## config.mk

```make
export PLATFORM = sky130hd
export DESIGN_NAME = uart_cmd_link
export DESIGN_NICKNAME = d
export VERILOG_FILES = /design/src/rtl/uart_cmd_link.sv
export SDC_FILE = /design/constraint.sdc
export NUM_CORES = 1
export LEC_CHECK = 0
export CAP_MARGIN = 25
export CORE_MARGIN = 2
export CORE_UTILIZATION = 55
export DETAILED_ROUTE_END_ITERATION = 6
export DONT_BUFFER_PORTS = 1
export PLACE_DENSITY = 0.7
export SLEW_MARGIN = 0
export SYNTH_ARGS = -nofsm -noshare
export SYNTH_HDL_FRONTEND = slang
export SYNTH_SLANG_ARGS = --single-unit
```

## constraint.sdc

```tcl
create_clock -name clk -period 7.3 [get_ports clk]
set_input_delay 0.73 -clock clk [delete_from_list [all_inputs] [get_ports clk]]
set_output_delay 0.73 -clock clk [all_outputs]
set_load 0.02 [all_outputs]
```

## src/rtl/uart_cmd_link.sv

```systemverilog
// uart_cmd_link
//   8N1 UART transmitter/receiver plus a 24-bit command assembler.
//   Three consecutive received bytes, first byte most significant, form one
//   command word, which is flagged to the host logic on cmd_rdy.
//
// Parameters:
//   BAUD_DIV  clock cycles per bit period (>= 16)
//
// Ports:
//   clk          system clock, rising edge
//   rst          asynchronous active-high reset
//   RX           serial input (idles high)
//   TX           serial output (idles high)
//   trmt         one-cycle pulse, starts transmission of tx_data
//   tx_data[7:0] byte to transmit, sampled with trmt
//   tx_done      last transmission complete; cleared by trmt
//   clr_cmd_rdy  host acknowledge, clears cmd_rdy
//   cmd[23:0]    assembled command (byte 0 in [23:16])
//   cmd_rdy      a complete command is valid on cmd
//
// Build option:
//   UART_CMD_TIMEOUT_EN  when defined, a partial command is dropped after
//                        16 bit periods without a new byte.
module uart_cmd_link #(
  parameter int unsigned BAUD_DIV = 2604
) (
  input  logic        clk,
  input  logic        rst,
  input  logic        RX,
  output logic        TX,
  input  logic        trmt,
  input  logic [7:0]  tx_data,
  output logic        tx_done,
  input  logic        clr_cmd_rdy,
  output logic [23:0] cmd,
  output logic        cmd_rdy
);

  localparam int unsigned CW   = $clog2(BAUD_DIV);
  localparam int unsigned HALF = BAUD_DIV / 2;

  // ---------------------------------------------------------------- transmitter
  typedef enum logic {TX_IDLE, TX_SHIFT} tx_state_t;
  tx_state_t tx_state, tx_state_nxt;

  logic [9:0]    tx_shift;
  logic [CW-1:0] tx_baud;
  logic [3:0]    tx_bit;
  logic          tx_load;
  logic          tx_tick;
  logic          tx_last;

  assign tx_tick = (tx_baud == CW'(BAUD_DIV - 1));
  assign tx_last = (tx_bit == 4'd9);

  always_comb begin
    tx_state_nxt = tx_state;
    tx_load      = 1'b0;
    case (tx_state)
      TX_IDLE: begin
        if (trmt) begin
          tx_load      = 1'b1;
          tx_state_nxt = TX_SHIFT;
        end
      end
      TX_SHIFT: begin
        if (tx_tick && tx_last) tx_state_nxt = TX_IDLE;
      end
      default: tx_state_nxt = TX_IDLE;
    endcase
  end

  always_ff @(posedge clk or posedge rst) begin
    if (rst) tx_state <= TX_IDLE;
    else     tx_state <= tx_state_nxt;
  end

  // Ones are shifted in behind the frame, so TX rests high once the stop
  // bit has gone out and TX can be taken straight from the register.
  always_ff @(posedge clk or posedge rst) begin
    if (rst) begin
      tx_shift <= '1;
      tx_baud  <= '0;
      tx_bit   <= '0;
      tx_done  <= 1'b0;
    end else if (tx_load) begin
      tx_shift <= {1'b1, tx_data, 1'b0};
      tx_baud  <= '0;
      tx_bit   <= '0;
      tx_done  <= 1'b0;
    end else if (tx_state == TX_SHIFT) begin
      if (tx_tick) begin
        tx_baud  <= '0;
        tx_shift <= {1'b1, tx_shift[9:1]};
        tx_bit   <= tx_bit + 4'd1;
        if (tx_last) tx_done <= 1'b1;
      end else begin
        tx_baud <= tx_baud + CW'(1);
      end
    end
  end

  assign TX = tx_shift[0];

  // ------------------------------------------------------------------- receiver
  typedef enum logic {RX_IDLE, RX_RECV} rx_state_t;
  rx_state_t rx_state, rx_state_nxt;

  logic          rx_s1, rx_s2, rx_prev;
  logic [CW-1:0] rx_baud;
  logic [3:0]    rx_bit;
  logic          rx_sample;
  logic          rx_stop;
  logic [7:0]    rx_data;
  logic          rdy;
  logic          clr_rdy;

  always_ff @(posedge clk or posedge rst) begin
    if (rst) begin
      rx_s1   <= 1'b1;
      rx_s2   <= 1'b1;
      rx_prev <= 1'b1;
    end else begin
      rx_s1   <= RX;
      rx_s2   <= rx_s1;
      rx_prev <= rx_s2;
    end
  end

  // Bit 0 (start) is sampled half a period in; every later bit a full period on.
  assign rx_sample = (rx_bit == 4'd0) ? (rx_baud == CW'(HALF - 1))
                                      : (rx_baud == CW'(BAUD_DIV - 1));
  assign rx_stop   = (rx_state == RX_RECV) && rx_sample && (rx_bit == 4'd9);

  always_comb begin
    rx_state_nxt = rx_state;
    case (rx_state)
      RX_IDLE: begin
        if (rx_prev && !rx_s2) rx_state_nxt = RX_RECV;
      end
      RX_RECV: begin
        if (rx_sample && (((rx_bit == 4'd0) && rx_s2) || (rx_bit == 4'd9)))
          rx_state_nxt = RX_IDLE;
      end
      default: rx_state_nxt = RX_IDLE;
    endcase
  end

  always_ff @(posedge clk or posedge rst) begin
    if (rst) rx_state <= RX_IDLE;
    else     rx_state <= rx_state_nxt;
  end

  always_ff @(posedge clk or posedge rst) begin
    if (rst) begin
      rx_baud <= '0;
      rx_bit  <= '0;
      rx_data <= '0;
    end else if (rx_state == RX_IDLE) begin
      rx_baud <= '0;
      rx_bit  <= '0;
    end else if (rx_sample) begin
      rx_baud <= '0;
      rx_bit  <= rx_bit + 4'd1;
      if ((rx_bit >= 4'd1) && (rx_bit <= 4'd8)) rx_data <= {rx_s2, rx_data[7:1]};
    end else begin
      rx_baud <= rx_baud + CW'(1);
    end
  end

  always_ff @(posedge clk or posedge rst) begin
    if (rst)          rdy <= 1'b0;
    else if (rx_stop) rdy <= 1'b1;
    else if (clr_rdy) rdy <= 1'b0;
  end

  // ------------------------------------------------------------------ assembler
  typedef enum logic [1:0] {A_IDLE, A_BYTE1, A_BYTE2} asm_state_t;
  asm_state_t asm_state, asm_state_nxt;

  logic tmo;

  // Every received byte is consumed on the cycle it appears.
  assign clr_rdy = rdy;

`ifdef UART_CMD_TIMEOUT_EN
  localparam int unsigned TMO_CYC = 16 * BAUD_DIV;
  localparam int unsigned TW      = $clog2(TMO_CYC);
  logic [TW-1:0] tmo_cnt;

  always_ff @(posedge clk or posedge rst) begin
    if (rst)                                tmo_cnt <= '0;
    else if (rdy || (asm_state == A_IDLE))  tmo_cnt <= '0;
    else                                    tmo_cnt <= tmo_cnt + TW'(1);
  end

  assign tmo = (asm_state != A_IDLE) && (tmo_cnt == TW'(TMO_CYC - 1));
`else
  assign tmo = 1'b0;
`endif

  always_comb begin
    asm_state_nxt = asm_state;
    if (rdy) begin
      case (asm_state)
        A_IDLE:  asm_state_nxt = A_BYTE1;
        A_BYTE1: asm_state_nxt = A_BYTE2;
        A_BYTE2: asm_state_nxt = A_IDLE;
        default: asm_state_nxt = A_IDLE;
      endcase
    end else if (tmo) begin
      asm_state_nxt = A_IDLE;
    end
  end

  always_ff @(posedge clk or posedge rst) begin
    if (rst) asm_state <= A_IDLE;
    else     asm_state <= asm_state_nxt;
  end

  // Completing a command takes priority over a simultaneous host acknowledge.
  always_ff @(posedge clk or posedge rst) begin
    if (rst) begin
      cmd     <= '0;
      cmd_rdy <= 1'b0;
    end else begin
      if (rdy) cmd <= {cmd[15:0], rx_data};
      if (rdy && (asm_state == A_BYTE2))     cmd_rdy <= 1'b1;
      else if (rdy && (asm_state == A_IDLE)) cmd_rdy <= 1'b0;
      else if (clr_cmd_rdy)                  cmd_rdy <= 1'b0;
    end
  end

endmodule

```

==> results.cfg, run 1 <==
[routing]
number_of_nets_with_antenna_violations_after_detailed_routing = 0
vias = 2328
routed_wire_length_per_instance_um = 15.15
first_iter_violations = 136
vias_per_cell = 5.504
finalWirelength_mm = 6.407
number_of_optimization_iterations_in_the_first_detailed_route_pass = 4
drcViolationCount = 0

[die]
row_count = 30
floorplan.core_area_sq_um = 6794
die_area_sq_um = 7733
ioPinCount = 40
die_y_um = 87.94
initial_core_util_pct = 57.03
die_x_um = 87.94

[synthesis]
synth_sequential_area_ratio_pct = 53.99
synth.net_count = 341
synth.top_cell.area_share_pct = 45.85
postSynthRegisterBits = 83
postSynthAreaPerCell_sq_um = 12.11
synth_enable_flop_cells = 0
synth_warnings = 0
biggest_area_contributors_in_the_synthesized_netlist = sky130_fd_sc_hd__dfrtp_1, sky130_fd_sc_hd__mux2_2, sky130_fd_sc_hd__dfstp_2
synthAdderAreaFrac_pct = 2.583
syn-cell-area_sq_um = 3875
synthXorXnorAreaFrac_pct = 3.842
synthCells = 320
yosysTopAreaCell = sky130_fd_sc_hd__dfrtp_1
ys_types = 55
asyncSetResetFlopFracSynth_pct = 100.0
multiplexer_fraction_of_the_synthesized_cell_area_pct = 10.88
synth_flop_cell = sky130_fd_sc_hd__dfrtp_1
simple_gate_share_of_the_synthesized_area_pct = 18.15
synth_top_family_by_area = simple AND/OR/NAND/NOR gates
synth_compound_area_share_pct = 7.846

[timing]
highest_attainable_clock_frequency_ghz = 0.3934
rsz0062_at_grt = no
worst_hold_slack_ns = 0.2266
timing.setup.tns_ns = 0
final_min_period_ns = 2.542
maxSlewHeadroom_pct = 57.95
clock-skew-final_ns = 0.008414
setup_slack_ns = 4.758
final-max-slew-violation-count = 0
setup-violations-final = 0
final_hold_viol_count = 0
min_period_over_period_pct = 34.82
worst_pin_slew_ns = 0.6307

[clock_tree]
number_of_buffers_created_by_cts = 9
tritoncts_num_sinks = 83
cts-root-to-sink-buffers = 2
cts_post_setup_buffers_inserted = 0
ctsRootBufferMaster = sky130_fd_sc_hd__clkbuf_8
cts-hold-fix-buffers = 0
clock_tree_from_tritoncts = done
post_cts_resized = 0
clkLatencyLatePin_ns = 0.35
clk_pin_slew_ns = 0.08
cts_htree_levels = 3

[final_layout]
area_delta_synth_final_pct = 8.686
layout.cells.most_common = sky130_fd_sc_hd__dfrtp_1
final_cell_mix = sky130_fd_sc_hd__dfrtp_1, sky130_fd_sc_hd__mux2_2, sky130_fd_sc_hd__nand2_1
multi_input_area_sq_um = 1678
ff_latch_area_sq_um = 2092
final_design_area_no_fill_sq_um = 4212
drive_gt1_share_pct = 25.69
post-route-util_pct = 61.99
fill_cells = 526
layout.cells.non_filler = 423
antenna_cells_inserted = 0
finish.net_count = 343

[global_routing]
first_global_vias = 2339
first_pass_grt_wire_length_mm = 10.89
grt_max_degree = 84
grt_antenna_before_repair = 0
grt_util_all_layers_pct = 18.04
grt.overflow.total = 0

[power]
ir_worst_vdd_uv = 194.8
p_total_mw = 1.060
powerDensity_nw_per_um2 = 251.6
total_leakage_power_nw = 1.868

[worst_hold_path]
worst_hold_path_type = in2async

[place]
globalplace.congestion = 0.8003
detailed_place.area_sq_um = 3944
detailedPlace.worstSlack_ns = 4.768
dp.final_hpwl_mm = 4.198
post-place-cells = 405
io_buffer_count = 0

[setup_path]
path_max_fanout = 14
cp_class = reg2reg
reg2reg_capture_point = rx_baud[1]$_DFF_PP0_
worstSetupEndpointType = register
rr_startpoint = rx_bit[0]$_DFFE_PP0P_
worstPathArrival_ns = 2.78
worstPathRequired_ns = 7.54
r2r_setup_slack_ns = 4.76
critPathLaunchType = register
worst-r2r-cell-count = 6

[status]
outcome = completed

[run]
cap_viol_max_count = 0
==> state kept, by name (all words and copies together), names as in the netlist, 2 cells and up <==
register	flops
tx_bit	4
tx_baud	12
rx_bit	4
cmd	24
asm_state	2
rx_baud	12
rx_data	8
tx_shift	9
==> metal layers <==
layer	vias up	GRT usage (%)	routed length [um]
met5	-	0	0
met4	0	4.615	34
met3	6	6.221	222
met2	31	27.96	3116
met1	1152	24.51	3034
li1	1139	-	-
==> power breakdown <==
group          internal, mW  switching [mW]  total [mW]
clock network         0.203           0.161       0.363
registers             0.510          0.0570       0.567
logic                0.0673          0.0621       0.129
==> Yosys cell counts (all sizes together), types with 4 or more instances <==
library cell  count
dfrtp            71
mux2             33
nand2            18
nor2             16
dfstp            12
inv              12
nor3b            11
o21ai            11
and2             10
xor2             10
nand3             9
a21oi             8
clkbuf            8
ha                8
nand2b            8
a221o             7
xnor2             7
nand4             6
mux2i             5
buf               4
nor2b             4
nor4              4
==> cell families after synthesis <==
kind of cell	Yosys count
AOI/OAI and AO/OA	41
xor gates and xnor gates	17
adders and majority gates	8
buffers and inverters	24
DFF	83
muxes	38
and+or+nand+nor	109
==> cell type report <==
type / instances / area share (%)
flip-flops and latches: 83 / 49.67
repair buffers: 3 / 1.188
multi-input cells: 213 / 39.84
clock inverters: 6 / 2.080
inverters: 12 / 1.099
well taps: 96 / 2.852
clock buffers: 10 / 3.268
==> how the worst max path moves through the flow <==
stage	startpoint	end	slack (ns)	cells after the start
after detailed placement	rx_bit[0]$_DFFE_PP0P_	rx_baud[1]$_DFF_PP0_	4.77	6
after floorplan	rst	asm_state[0]$_DFFE_PP0P_	4.45	1
after CTS	rx_bit[0]$_DFFE_PP0P_	rx_baud[1]$_DFF_PP0_	4.75	6
after global routing	rx_bit[0]$_DFFE_PP0P_	rx_baud[1]$_DFF_PP0_	4.58	6
after global placement	rx_bit[0]$_DFFE_PP0P_	rx_baud[1]$_DFF_PP0_	4.84	6
final	rx_bit[0]$_DFFE_PP0P_	rx_baud[1]$_DFF_PP0_	4.76	6
==> worst max-delay path, stage by stage (launching register included) <==
cell and delay, ns:
sky130_fd_sc_hd__dfrtp_1 0.43, sky130_fd_sc_hd__inv_1 0.11, sky130_fd_sc_hd__ha_1 0.21, sky130_fd_sc_hd__or3b_4 0.41, sky130_fd_sc_hd__or4_4 0.51, sky130_fd_sc_hd__a21boi_4 0.51
sky130_fd_sc_hd__and3b_1 0.24
Note: power is estimated with default switching activity, not from simulation.
==> inputs of run 2 (changes only) <==
clock period = 2.6 ns   (was 7.3 ns; I/O delays follow)
==> run 2 against run 1 <==
First-iteration DRC count shrank 1.5%. Sequential power grew to 2.8 times the previous value. Critical path type unchanged. Global-route usage increased by 0.52 points. Worst hold slack got worse by 0.16 ns. Setup slack got worse by 4.6 ns. Register-to-register slack got worse by 4.6 ns. Sequential share of layout area fell by 0.21 points. Non-clock buffer count increased by 3. Combinational power grew to 2.8 times the previous value. Wire length increased by 0.61%. Clock skew up 0.0019 ns. Largest power group unchanged.
==> results.cfg, run 2 (same netlist as run 1, synthesis figures left out) <==
[timing]
timing.setup.tns_ns = 0
final_hold_viol_count = 0
highest_attainable_clock_frequency_ghz = 0.4174
worst_pin_slew_ns = 0.7074
setup-violations-final = 0
final_min_period_ns = 2.396
maxSlewHeadroom_pct = 52.78
rsz0062_at_grt = no
final-max-slew-violation-count = 0
min_period_over_period_pct = 92.15
clock-skew-final_ns = 0.01030

[clock_tree]
clk_pin_slew_ns = 0.09
cts_post_setup_buffers_inserted = 0
cts_htree_levels = 3
clock_tree_from_tritoncts = done
clkLatencyLatePin_ns = 0.35
tritoncts_num_sinks = 83
number_of_buffers_created_by_cts = 9
ctsRootBufferMaster = sky130_fd_sc_hd__clkbuf_8
cts-root-to-sink-buffers = 2
post_cts_resized = 0

[final_layout]
largest-register = cmd
fill_cells = 508
largest_reg_flops = 24
biggestRegsByFlops = cmd: 24 flops, rx_baud: 12 flops, tx_baud: 12 flops
antenna_cells_inserted = 0
finish.net_count = 346
area_delta_synth_final_pct = 9.138
layout.cells.most_common = sky130_fd_sc_hd__dfrtp_1
final_cell_mix = sky130_fd_sc_hd__dfrtp_1, sky130_fd_sc_hd__mux2_2, sky130_fd_sc_hd__nand2_1
layout.cells.non_filler = 426
drive_gt1_share_pct = 25.76

[routing]
vias_per_cell = 5.653
first_iter_violations = 134
vias = 2408
number_of_nets_with_antenna_violations_after_detailed_routing = 0
drcViolationCount = 0
finalWirelength_mm = 6.446
routed_wire_length_per_instance_um = 15.13
number_of_optimization_iterations_in_the_first_detailed_route_pass = 4

[global_routing]
grt_antenna_before_repair = 0
grt_max_degree = 44
grt_util_all_layers_pct = 18.57
grt.overflow.total = 0
first_global_vias = 2385
first_pass_grt_wire_length_mm = 11.12

[setup_path]
rr_startpoint = rx_bit[0]$_DFFE_PP0P_
reg2reg_capture_point = rx_baud[9]$_DFF_PP0_
worst-r2r-cell-count = 7
cp_class = reg2reg
cp_cell_sequence = inv_1 -> ha_1 -> or3b_4 -> or4_4 -> a21boi_4 -> buf_4 -> nor3b_2
worstSetupEndpointType = register
worstPathRequired_ns = 2.84
path_max_fanout = 8
r2r_setup_slack_ns = 0.20
path_buf_inv = 2
worstPathArrival_ns = 2.64
slowest_stage = sky130_fd_sc_hd__or4_4
critPathLaunchType = register
cp_top_family = simple AND/OR/NAND/NOR gates
critical-path-max-stage-delay_ns = 0.51

[status]
outcome = completed

[die]
ioPinCount = 40
die_area_sq_um = 7733
row_count = 30
floorplan.core_area_sq_um = 6794
die_x_um = 87.94
die_y_um = 87.94
initial_core_util_pct = 57.03

[run]
cap_viol_max_count = 0

[power]
ir_worst_vdd_uv = 377.1
powerDensity_nw_per_um2 = 714.4
total_leakage_power_nw = 1.878

[worst_hold_path]
worst_hold_path_type = in2reg
hold_path_startpoint = tx_data[7]
worst_hold_depth = 2
whs_endpoint = tx_shift[8]$_DFFE_PP1P_

[place]
post-place-cells = 408
io_buffer_count = 0
dp.final_hpwl_mm = 4.315
globalplace.congestion = 0.8619
## run 2: changes by cell type in the layout (fill, tap and decap cells not counted), sizes merged
| cell | delta |
|---|---|
| buf | +1 |
| dlygate4sd3 | +2 |
| inv | +4 |
| clkbuf | -1 |
| clkinv | -3 |
## run 2: worst max-delay path by stage
stage / startpoint / to / slack, ns / cells after the start
after global routing: rx_bit[0]$_DFFE_PP0P_ / rx_baud[5]$_DFF_PP0_ / 0.08 / 7
after CTS: rx_bit[0]$_DFFE_PP0P_ / rx_baud[9]$_DFF_PP0_ / 0.20 / 7
after floorplan: rst / asm_state[0]$_DFFE_PP0P_ / 0.22 / 1
final: rx_bit[0]$_DFFE_PP0P_ / rx_baud[9]$_DFF_PP0_ / 0.20 / 7
after detailed placement: rx_bit[0]$_DFFE_PP0P_ / rx_baud[9]$_DFF_PP0_ / 0.21 / 7
after global placement: rx_bit[0]$_DFFE_PP0P_ / rx_baud[4]$_DFF_PP0_ / 0.27 / 7
## run 2: cell type report
| class | count | area [sq um] | area share [%] |
|---|---|---|---|
| inverter | 12 | 46.29 | 1.095 |
| tap | 96 | 120.1 | 2.840 |
| sequential | 83 | 2092 | 49.47 |
| clock buffer | 9 | 123.9 | 2.929 |
| timing repair buffer | 6 | 62.56 | 1.479 |
| clock inverter | 7 | 106.4 | 2.515 |
| multi-input combinational | 213 | 1678 | 39.67 |
## run 2: power breakdown
group	switching, mW	total, mW	internal, mW
combinational	0.175	0.363	0.188
clock	0.502	1.06	0.561
sequential	0.162	1.59	1.43
## run 2: layer usage
layer  up-vias  track usage (%)  wire length [um]
met5         -                0                 0
met4         0            7.413                89
met3         7            4.147               212
met2        40            29.61              3080
met1      1219            24.78              3064
li1       1142                -                 -
## run 2: through the flow
stage          hold slack (ns)  util, %  area [sq um]  setup WS, ns  power (mW)
2_1_floorplan           0.2645        -          3875        0.2231       1.882
3_3_place_gp            0.2646    58.56          3979        0.2681       1.963
3_5_place_dp            0.2645    58.56          3979        0.2114       1.986
4_1_cts                0.04999    62.25          4229        0.1985       3.058
5_1_grt                0.06192    62.25          4229       0.07572       3.189
6_report               0.06451    62.25          4229        0.2042       3.021
## run 2: what timing repair did
action	CTS	global route
hold buffers	2	0
hold endpoints to repair	29	0
setup endpoints to repair	0	0
## run 2: worst reg2reg max path: stages (launching register included)
cell                       delay, ns
sky130_fd_sc_hd__dfrtp_1        0.43
sky130_fd_sc_hd__inv_1          0.12
sky130_fd_sc_hd__ha_1           0.21
sky130_fd_sc_hd__or3b_4         0.41
sky130_fd_sc_hd__or4_4          0.51
sky130_fd_sc_hd__a21boi_4       0.31
sky130_fd_sc_hd__buf_4          0.25
sky130_fd_sc_hd__nor3b_2        0.06
